## src/rtl/layer2_conv_sched.sv

```systemverilog
// Layer-2 3x3 convolution scheduler: walks the 9 taps of each output pixel in raster
// order, accumulates the 8 MAC-array channel results with bias, saturation and ReLU.
`timescale 1ns/1ps

module layer2_conv_lane (
  input  logic        clk,
  input  logic        rst,
  input  logic        smp,
  input  logic        first,
  input  logic [15:0] bias,
  input  logic [15:0] psum,
  output logic [15:0] res
);
  logic [15:0] r_acc;
  logic [15:0] w_base;
  logic [16:0] w_sum;
  logic [15:0] w_sat;

  always_comb begin
    w_base = first ? bias : r_acc;
    w_sum  = {w_base[15], w_base} + {psum[15], psum};
    // 17-bit sum overflowed 16 bits when its top two bits disagree
    if (w_sum[16] != w_sum[15]) w_sat = w_sum[16] ? 16'h8000 : 16'h7FFF;
    else                        w_sat = w_sum[15:0];
  end

  always_ff @(posedge clk) begin
    if (rst)      r_acc <= '0;
    else if (smp) r_acc <= w_sat;
  end

  assign res = r_acc[15] ? 16'h0000 : r_acc;
endmodule

module layer2_conv_sched #(
  parameter int COLS   = 14,
  parameter int ROWS   = 14,
  parameter int ADDR_W = 10
) (
  input  logic              clk,
  input  logic              rst,
  input  logic              start,
  output logic              busy,
  output logic              done,
  output logic              rd_en,
  output logic [ADDR_W-1:0] in_addr,
  output logic [3:0]        w_addr,
  input  logic [15:0]       psum1,
  input  logic [15:0]       psum2,
  input  logic [15:0]       psum3,
  input  logic [15:0]       psum4,
  input  logic [15:0]       psum5,
  input  logic [15:0]       psum6,
  input  logic [15:0]       psum7,
  input  logic [15:0]       psum8,
  input  logic [127:0]      bias,
  output logic [127:0]      out_data,
  output logic              out_valid,
  input  logic              out_ready
);
  localparam int NUM_LANES = 8;
  localparam int CW = (COLS > 1) ? $clog2(COLS) : 1;
  localparam int RW = (ROWS > 1) ? $clog2(ROWS) : 1;

  typedef enum logic [1:0] {IDLE, FETCH, LAST, OUT} state_t;

  state_t          r_state, w_next;
  logic [RW-1:0]   r_row;
  logic [CW-1:0]   r_col;
  logic [3:0]      r_tap;
  logic            r_done;
  logic            r_smp;
  logic            r_first;
  logic            w_hs;
  logic            w_last_pix;
  logic [1:0]      w_kr, w_kc;

  logic [NUM_LANES-1:0][15:0] w_psum;
  logic [NUM_LANES-1:0][15:0] w_bias;
  logic [NUM_LANES-1:0][15:0] w_res;

  // lane 7 is channel 1 so the packed vectors line up with bias/out_data
  assign w_psum = {psum1, psum2, psum3, psum4, psum5, psum6, psum7, psum8};
  assign w_bias = bias;

  assign w_hs       = (r_state == OUT) && out_ready;
  assign w_last_pix = (r_row == RW'(ROWS-1)) && (r_col == CW'(COLS-1));

  always_ff @(posedge clk) begin
    if (rst) r_state <= IDLE;
    else     r_state <= w_next;
  end

  always_comb begin
    w_next = r_state;
    case (r_state)
      IDLE:    if (start) w_next = FETCH;
      FETCH:   if (r_tap == 4'd8) w_next = LAST;
      LAST:    w_next = OUT;
      OUT:     if (w_hs) w_next = w_last_pix ? IDLE : FETCH;
      default: w_next = IDLE;
    endcase
  end

  always_ff @(posedge clk) begin
    if (rst) begin
      r_row   <= '0;
      r_col   <= '0;
      r_tap   <= '0;
      r_done  <= 1'b0;
      r_smp   <= 1'b0;
      r_first <= 1'b0;
    end else begin
      r_done  <= w_hs && w_last_pix;
      // MAC latency is one cycle: sample the tap issued last cycle
      r_smp   <= (r_state == FETCH);
      r_first <= (r_state == FETCH) && (r_tap == 4'd0);
      case (r_state)
        IDLE: if (start) begin
          r_row <= '0;
          r_col <= '0;
          r_tap <= '0;
        end
        FETCH: if (r_tap != 4'd8) r_tap <= r_tap + 4'd1;
        OUT: if (w_hs) begin
          r_tap <= '0;
          if (r_col == CW'(COLS-1)) begin
            r_col <= '0;
            r_row <= w_last_pix ? '0 : r_row + RW'(1);
          end else begin
            r_col <= r_col + CW'(1);
          end
        end
        default: ;
      endcase
    end
  end

  always_comb begin
    case (r_tap)
      4'd0, 4'd1, 4'd2: w_kr = 2'd0;
      4'd3, 4'd4, 4'd5: w_kr = 2'd1;
      default:          w_kr = 2'd2;
    endcase
    case (r_tap)
      4'd0, 4'd3, 4'd6: w_kc = 2'd0;
      4'd1, 4'd4, 4'd7: w_kc = 2'd1;
      default:          w_kc = 2'd2;
    endcase
  end

  assign rd_en   = (r_state == FETCH);
  assign w_addr  = rd_en ? r_tap : 4'd0;
  assign in_addr = rd_en ? (ADDR_W'(r_row) + ADDR_W'(w_kr)) * ADDR_W'(COLS+2)
                           + ADDR_W'(r_col) + ADDR_W'(w_kc)
                         : '0;

  for (genvar g = 0; g < NUM_LANES; g++) begin : g_lane
    layer2_conv_lane u_lane (
      .clk   (clk),
      .rst   (rst),
      .smp   (r_smp),
      .first (r_first),
      .bias  (w_bias[g]),
      .psum  (w_psum[g]),
      .res   (w_res[g])
    );
  end

  assign busy      = (r_state != IDLE);
  assign done      = r_done;
  assign out_valid = (r_state == OUT);
  assign out_data  = out_valid ? w_res : '0;
endmodule
```

## config.mk

```make
export PLATFORM = sky130hd
export DESIGN_NAME = layer2_conv_sched
export DESIGN_NICKNAME = d
export VERILOG_FILES = /design/src/rtl/layer2_conv_sched.sv
export SDC_FILE = /design/constraint.sdc
export NUM_CORES = 1
export LEC_CHECK = 0
export CORE_UTILIZATION = 35
export CTS_CLUSTER_DIAMETER = 120
export DETAILED_ROUTE_END_ITERATION = 10
export MAX_ROUTING_LAYER = met4
export PLACE_DENSITY = 0.7
export REMOVE_ABC_BUFFERS = 1
export SKIP_CTS_REPAIR_TIMING = 1
export SYNTH_ARGS = -nofsm -noshare
export SYNTH_HDL_FRONTEND = slang
export SYNTH_SLANG_ARGS = --single-unit
```

## constraint.sdc

```tcl
create_clock -name clk -period 5.1 [get_ports clk]
set_input_delay 1.02 -clock clk [delete_from_list [all_inputs] [get_ports clk]]
set_output_delay 1.02 -clock clk [all_outputs]
set_load 0.02 [all_outputs]
```

After elaboration in Yosys (flattened, before gate mapping)
Index checks and enable logic that the tools add are counted.
Storage, ports and cells
  flip-flop bits (word level): 145
  bits of input ports: 260
  output and inout bits: 146
  word-level logic and storage cells: 126
Cells by class
  add/subtract/negate cells: 14
  equality and inequality tests: 27
  multiplexer cells: 53
  reduce and logical (&&, ||, !) cells: 17
Operators with widths (number)
  $mux 16: 24
  $add 16x16->17: 8
  $mux 128: 1
  $mux 15: 8
  $mux 4: 9
  $eq 4x3->1 const B: 4
  $pmux 4 s2: 2
  $add 4x1->4 const B: 3
  $eq 4x4->1 const B: 3
  $pmux 4 s3: 1
  $reduce_or 3->1: 4
  $add 10x2->10: 1
  $add 9x4->10: 1
  $mux 10: 1
  $eq 4x2->1 const B: 2
  $ne 1x1->1: 8
  $ne 2x1->1 const B: 4
  $pmux 2 s2: 2
  $pmux 2 s4: 1
  $reduce_and 4->1: 2
  $mux 2: 3
  $reduce_and 3->1: 2
  $add 4x2->5: 1
  $eq 2x2->1 const B: 2
  10 further kinds: 14

Logic depth before layout (Yosys ltp)
Gate-level depths: netlist of run 1.
  word-level depth: 7
  mapped depth: 18
  gate-level depth less buffers: 14

Cells and area by module
From an unflattened synthesis of run 1, not the netlist that was laid out.
Second synthesis, totals
  cell total of the unflattened synthesis: 2057
  area, all modules: 17115.2 µm²
Modules (own cells, without submodules)
  layer2_conv_lane at g_lane[1].u_lane ...: instances 4, cells an instance 217, area each 1884.3 µm², sequential area each 320.3 µm²
  layer2_conv_lane at g_lane[5].u_lane ...: instances 2, cells an instance 213, area each 1816.7 µm², sequential area each 320.3 µm²
  layer2_conv_sched: instances 1, cells an instance 309, area each 2267.2 µm², sequential area each 340.3 µm²
  layer2_conv_lane at g_lane[7].u_lane: instances 1, cells an instance 227, area each 1884.3 µm², sequential area each 320.3 µm²
  layer2_conv_lane at g_lane[0].u_lane: instances 1, cells an instance 227, area each 1793.0 µm², sequential area each 320.3 µm²

Worst setup path after synthesis of run 1
Ideal clock, no wire load.
  path kind: flip-flop to flip-flop
  from: register r_first
  to: register g_lane[1].u_lane.r_acc[10]
  setup time: 0.086 ns
  arrival: 3.776 ns
  required time: 5.014 ns
  slack: 1.238 ns
  cell stages (with the launch flop): 17
  buffers on the path: 4
  period minus slack after synthesis: 3.862 ns
  cell sequence: dfxtp_1 clkbuf_1 clkbuf_1 buf_1 mux2i_1 inv_1 ha_1 a211o_1 a2111oi_2 o31ai_1 o211ai_2 nand3_1 a21oi_2 xor2_2 buf_6 maj3_1 a211oi_1
On the way
  word-level cells in the longest chain between the ends: 4
  elaborated cells on any way between the ends: 5
  those cells by class: add/sub (1); eq/ne (1); mux (3)
RTL lines
  start: declaration: RTL line 73  | logic r_first;
  start signal: assignment: RTL line 117  | r_first <= (r_state == FETCH) && (r_tap == 4'd0);
  $mux 16 (*): RTL line 20  | w_base = first ? bias : r_acc;
  $add 16x16->17 (*): RTL line 21  | w_sum = {w_base[15], w_base} + {psum[15], psum};
  $mux 16 or $ne 1x1->1 (tied branches): RTL line 23  | if (w_sum[16] != w_sum[15]) w_sat = w_sum[16] ? 16'h8000 : 16'h7FFF;
  $mux 16 (*): RTL line 23
  end signal: assignment: RTL line 29  | else if (smp) r_acc <= w_sat;
  end: declaration: RTL line 14  | logic [15:0] r_acc;
Every way passes the cells marked *; elsewhere a longest branch is shown, timed or not.
A chain may end at the register's enable or synchronous reset.

Final worst setup path of run 1
  from: register r_tap[0]
  to: output port in_addr[8]
On the way
  word-level cells in the longest chain between the ends: 7
  elaborated cells on any way between the ends: 18
  those cells by class: add/sub (3); eq/ne (7); mux (3); reduce/logical (5)
RTL lines
  start: declaration: RTL line 70  | logic [3:0] r_tap;
  start signal: assignment: RTL line 124  | FETCH: if (r_tap != 4'd8) r_tap <= r_tap + 4'd1;
  $eq 4x3->1, or another cell as far along: RTL line 140, 145
  $reduce_or 3->1: RTL line 140  | case (r_tap)
  $pmux 2 s2: RTL line 140
  $add 4x2->5: RTL line 154  | assign in_addr = rd_en ? (ADDR_W'(r_row) + ADDR_W'(w_kr)) * ADDR_W'(COLS+2)
  $add 9x4->10: RTL line 155  | + ADDR_W'(r_col) + ADDR_W'(w_kc)
  $add 10x2->10 (*): RTL line 155
  $mux 10 (*): RTL line 154
  end: declaration: RTL line 46  | output logic [ADDR_W-1:0] in_addr,
Marks and branches as above.

==> results of run 1 <==
==> power by group <==
group / switching [W] / leakage (nW) / internal, W
registers: 0.000293 / 1.18 / 0.00143
clock network: 0.000543 / 0.314 / 0.000893
logic: 0.00334 / 6.54 / 0.00298
total: 0.00417 / 8.04 / 0.00530
==> flip-flops by register name, summed over array words and instances (netlist names) <==
| name | cells |
|---|---|
| done | 1 |
| g_lane.u_lane.r_acc | 128 |
| r_row | 4 |
| r_first | 1 |
| r_state | 2 |
| r_smp | 1 |
| r_col | 4 |
| r_tap | 4 |
==> cells in the final DEF (no fill, tap or decap), types with 9 or more instances in the layout <==
cell / Yosys / final
o21ai_0: 63 / 63
conb_1: 1 / 9
buf_4: 11 / 22
xor2_1: 60 / 60
maj3_1: 57 / 57
mux2i_1: 11 / 11
fa_1: 10 / 10
nand2_1: 65 / 65
and3_1: 12 / 12
dfxtp_1: 145 / 143
a211oi_1: 97 / 97
and2_1: 129 / 129
maj3_2: 42 / 42
nor2_1: 208 / 207
ha_1: 142 / 142
nand2b_1: 23 / 23
nor2b_1: 26 / 26
o21a_1: 16 / 16
clkbuf_16: 0 / 17
mux2_2: 119 / 119
or3_1: 9 / 9
a21o_1: 34 / 34
xnor2_1: 42 / 42
o21bai_1: 10 / 10
inv_1: 73 / 73
nand3_1: 27 / 27
a211oi_2: 15 / 15
diode_2: 0 / 10
clkdlybuf4s50_1: 0 / 395
o21ai_1: 13 / 13
a21oi_1: 91 / 91
nor3_1: 43 / 43
==> area by class of cell <==
class / count / area, um2
Inverter: 73 / 274.0
Timing Repair Buffer: 418 / 4139
Sequential cell: 145 / 2910
Fill cell: 4067 / 22040
Multi-Input combinational cell: 1511 / 11520
Antenna cell: 10 / 25.02
Clock inverter: 10 / 181.4
Tap cell: 539 / 674.4
Clock buffer: 22 / 464.2
==> metal layers <==
metal | global-route usage, % | vias to the layer above | wire length, um
li1 | - | 7264 | -
met4 | 6.116 | 0 | 778
met1 | 26.91 | 6713 | 21670
met3 | 5.551 | 48 | 3150
met5 | - | - | 0
met2 | 36.49 | 381 | 22560
==> critical path, delay by kind of cell, from the launching register on <==
family | cells | cell delay [ps]
AOI/OAI and AO/OA | 3 | 440
adders and majority gates | 3 | 1070
buffers and inverters | 2 | 730
DFF | 1 | 380
and+or+nand+nor | 3 | 430
==> per-stage QoR <==
stage / power [W] / hold slack, ps / setup slack, ps
3_5_place_dp: 0.008002 / 464.9 / 501.9
5_1_grt: 0.01028 / 515.9 / 380.5
4_1_cts: 0.009519 / 474.8 / 589.4
2_1_floorplan: 0.006583 / 431.4 / -1278
3_3_place_gp: 0.007876 / 452.1 / 553.4
6_report: 0.009476 / 468.6 / 595.4
==> synthesized netlist by cell type, drive strengths merged (5+ instances only) <==
cell    count  area share, %
nor2      209            5.2
dfxtp     145             19
ha        142             12
and2      129            5.3
mux2      119            8.9
a211oi    112            6.1
maj3       99            6.9
a21oi      95            3.2
o21ai      80            2.7
inv        73            1.8
clkbuf     66            1.6
nand2      65            1.6
xor2       61            3.6
xnor2      46            2.9
nor3       44            1.5
a21o       35            1.7
buf        28            1.4
nand3      27           0.89
nor2b      26            1.1
nand2b     23           0.95
o21a       16           0.79
and3       12           0.50
mux2i      11           0.73
a311oi     10           0.70
fa         10            1.3
o21bai     10           0.50
a31oi       9           0.41
or3         9           0.37
o31ai       8           0.55
a211o       7           0.41
nand4       6           0.25
nor3b       6           0.30
o311ai      6           0.40
nor4        5           0.31
o211ai      5           0.28
==> logic make-up (layout without fill, tap and decap cells) <==
logic type                 count (synthesis)  after routing  synth area share [%]
AOI/OAI and AO/OA                        439            439                 20.87
xor gates and xnor gates                 107            107                 6.448
adders and majority gates                251            251                 19.98
buffers and inverters                    167            523                 4.809
DFF                                      145            145                 19.20
muxes                                    130            130                 9.593
other                                      1             19               0.02481
and+or+nand+nor                          575            575                 19.08
==> worst max-delay path by stage <==
stage	start	endpoint	depth (start not counted)
after CTS	r_tap[0]	in_addr[8]	11
after floorplan	r_first	g_lane[2].u_lane.r_acc[13]	12
after detailed placement	bias[96]	g_lane[6].u_lane.r_acc[14]	14
after global placement	bias[96]	g_lane[6].u_lane.r_acc[14]	14
final	r_tap[0]	in_addr[8]	11
after global routing	r_tap[0]	in_addr[8]	11
==> impl_metrics.json, run 1 <==
{
  "outcome": "complete, no violations",
  "yosys_warnings": 0,
  "drv_cap": 0,
  "critical_path.cell_chain": "inv_1 -> ha_1 -> nor2_1 -> a211oi_1 -> ha_1 -> fa_1 -> nand3_1 -> o31ai_1 -> a21oi_1 -> nor2_1 -> clkdlybuf4s50_1",
  "cpPeakStageDelay_ps": 620,
  "vias_per_cell": 5.281,
  "h-tree-depth": 4,
  "hp-start": "g_lane[6].u_lane.r_acc[2]",
  "period_minus_slack_ps": 4505,
  "start_util_pct": 35.80,
  "slew_violations": 0,
  "clkTransAtPathRegs_ps": 60,
  "instances_no_fill": 2728,
  "io_buffers": 396,
  "timing.fmax_mhz": 222.0,
  "core-area_mm2": 0.04223,
  "hpwlAfterDp_um": 37340,
  "clkSinkCount": 145,
  "grt_max_degree": 89,
  "ys_types": 91,
  "worstReg2RegStart": "r_first",
  "finalSetupTns_ps": 0,
  "hold_viol_final": 0,
  "gp_congestion": 0.8997,
  "relSlewSlack_pct": 33.20,
  "finClkSkew_ps": 8.139,
  "postLayoutCellArea_mm2": 0.02019,
  "drc": 0,
  "synth_cells": 1815,
  "netlist_area_mm2": 0.01512,
  "yosysSeqAreaShare_pct": 19.20,
  "row_count": 75,
  "grt_use_total_pct": 22.22,
  "clk_latency_ps": 440,
  "async_reset_ff_share_pct": 0,
  "synth_ff_type": "dfxtp_1",
  "placed_area_mm2": 0.01952,
  "tritoncts": "built",
  "hp-class": "reg2reg",
  "end_kind": "primary output",
  "p_leak_nw": 8.038,
  "rrSetupSlack_ps": 1000,
  "ios": 406,
  "placed_cells": 2686,
  "start_kind": "flip-flop",
  "wl_per_cell_um": 17.65,
  "synth_enable_flop_cells": 0,
  "grt-ovfl-total": 0,
  "vdd_ir_drop_max_mv": 0.2264,
  "fin_util_pct": 47.81,
  "arrival_ps": 3480,
  "finalNetCount": 2578,
  "cts_root_buf": "clkbuf_16",
  "vias": 14406,
  "initialDrtViolationCount": 649,
  "drive_above_1_share_pct": 12.48,
  "period_share_pct": 88.33,
  "path_class": "reg2out",
  "cellPowerDensity_mw_per_mm2": 469.4,
  "ys_seq_elements": 145,
  "route.antenna.remaining_nets": 0,
  "cp.required_ps": 4080,
  "drt-total-wl_um": 48160,
  "setup_viol": 0,
  "whs_path_depth": 2,
  "antenna_found_initial": 10,
  "rsz0062_at_grt": "false",
  "slowest_stage": "clkdlybuf4s50_1",
  "worstReg2RegEnd": "g_lane[5].u_lane.r_acc[14]",
  "syn_area_per_cell_um2": 8.329,
  "die_w_um": 209.8,
  "fp.dieArea_mm2": 0.04403,
  "r2r_cells": 14,
  "grt_pass1_vias": 14125,
  "worst_pin_slew_ps": 998.3,
  "hold-path-endpoint": "g_lane[6].u_lane.r_acc[2]",
  "firstDrtPassIters": 5,
  "cts_buffer_depth": 2,
  "cts_buffers": 17,
  "areaGrowthSynthToFinish_pct": 33.55,
  "crit_fanout": 5,
  "grt_pass1_wl_um": 75890,
  "die_h_um": 209.8
}
Power figures use the tool's default switching activity.
==> inputs of run 2 (changes only) <==
- SLEW_MARGIN: default -> 40
==> impl_metrics.json, run 2 (synthesis gave the netlist of run 1 again) <==
{
  "outcome": "complete, no violations",
  "hold-path-endpoint": "g_lane[6].u_lane.r_acc[2]",
  "grt_pass1_vias": 13860,
  "hp-class": "reg2reg",
  "timing.fmax_mhz": 221.2,
  "hp-start": "g_lane[6].u_lane.r_acc[2]",
  "drt-total-wl_um": 48100,
  "rrSetupSlack_ps": 980,
  "cellPowerDensity_mw_per_mm2": 461.6,
  "antenna_found_initial": 12,
  "start_util_pct": 35.80,
  "met1_usage_pct": 26.70,
  "period_minus_slack_ps": 4522,
  "start_kind": "flip-flop",
  "hpwlAfterDp_um": 37220,
  "fp.dieArea_mm2": 0.04403,
  "finClkSkew_ps": 13.97,
  "route.antenna.remaining_nets": 0,
  "drv_cap": 0,
  "worstReg2RegStart": "r_first",
  "path_class": "reg2out",
  "row_count": 75,
  "cts_root_buf": "clkbuf_16",
  "ios": 406,
  "whs_path_depth": 2,
  "rsz0062_at_grt": "false",
  "clk_latency_ps": 450,
  "initialDrtViolationCount": 499,
  "core-area_mm2": 0.04223,
  "setup_viol": 0,
  "drc": 0,
  "vdd_ir_drop_max_mv": 0.2275,
  "cp.required_ps": 4080,
  "grt_max_degree": 89,
  "top_register": "g_lane.u_lane.r_acc",
  "slew_violations": 0,
  "hold_viol_final": 0,
  "wl_per_cell_um": 17.63,
  "crit_fanout": 5,
  "fillers": 4020,
  "final_common_cell": "clkdlybuf4s50_1",
  "grt_pass1_wl_um": 74640,
  "cts_buffers": 17,
  "fin_util_pct": 47.69,
  "totalPowerFinal_w": 0.009296,
  "vias": 14344,
  "end_kind": "primary output",
  "grt.met3_usage_pct": 5.357,
  "largest_reg_flops": 128,
  "clkSinkCount": 145,
  "cts_buffer_depth": 2,
  "p_leak_nw": 7.992,
  "grt-ovfl-total": 0,
  "grt_use_total_pct": 22.01,
  "gp_congestion": 0.8997,
  "worst_pin_slew_ps": 811.1,
  "vias_per_cell": 5.258,
  "io_buffers": 396,
  "final_cell_mix": "395 x clkdlybuf4s50_1, 201 x nor2_1, 143 x dfxtp_1",
  "tritoncts": "built",
  "clkTransAtPathRegs_ps": 60,
  "h-tree-depth": 4,
  "gr-usage-met2_pct": 36.04,
  "arrival_ps": 3500,
  "grt-busiest-layer": "met2",
  "die_w_um": 209.8,
  "relSlewSlack_pct": 45.92,
  "worstReg2RegEnd": "g_lane[5].u_lane.r_acc[14]",
  "finalNetCount": 2578,
  "cp-startpoint": "r_tap[0]",
  "firstDrtPassIters": 4,
  "period_share_pct": 88.66,
  "r2r_cells": 12,
  "areaGrowthSynthToFinish_pct": 33.21,
  "drive_above_1_share_pct": 12.59,
  "die_h_um": 209.8
}
==> run 2: cell types whose count changed in the layout (fill, tap and decap cells not counted), sizes merged <==
cell and change:
bufinv -4, clkbuf +4, clkinv -2, diode +2
==> run 2: worst max-delay path by stage <==
stage	to	slack [ps]	cells after the start
final	in_addr[8]	580	11
after global routing	in_addr[8]	360	11
after CTS	in_addr[8]	560	11
after detailed placement	g_lane[6].u_lane.r_acc[14]	480	14
after global placement	g_lane[6].u_lane.r_acc[14]	550	14
after floorplan	g_lane[2].u_lane.r_acc[13]	-1280	12
==> run 2: area by class of cell <==
class	instances	area (um2)	area share (%)
antenna	12	30.03	0.1491
clock buffer	26	499.2	2.479
clock inverter	4	51.30	0.2548
inverter	73	274.0	1.361
multi-input combinational	1511	11550	57.36
sequential	145	2910	14.45
tap	539	674.4	3.349
timing repair buffer	418	4146	20.59
==> run 2: power breakdown <==
part           switching [W]  internal [W]
clock network       0.000520      0.000718
logic                0.00334       0.00299
registers           0.000296       0.00143
==> run 2: stage by stage <==
step           setup TNS, ps  setup slack, ps  instances  area (um2)  hold slack (ps)
2_1_floorplan        -133470            -1278       1729       14690            431.4
3_3_place_gp               0            553.4       2686       19520            452.1
3_5_place_dp               0            481.8       2686       19530            464.7
4_1_cts                    0            562.9       2716       20080            476.1
5_1_grt                    0            360.8       2728       20140            509.7
6_report                   0            578.4       2728       20140            472.1
==> run 2: metal layers <==
metal	share of wire [%]	up-vias	wire length, um
met5	0	-	0
met4	1.7	0	814
met3	6.3	42	3027
met2	47	400	22490
met1	45	6644	21770
li1	-	7258	-
==> run 2: critical path: stages (launching register included) <==
cell and delay (ps):
dfxtp_1 380, inv_1 120, ha_1 280, nor2_1 160
a211oi_1 110, ha_1 240, fa_1 540, nand3_1 160
o31ai_1 240, a21oi_1 110, nor2_1 100, clkdlybuf4s50_1 620
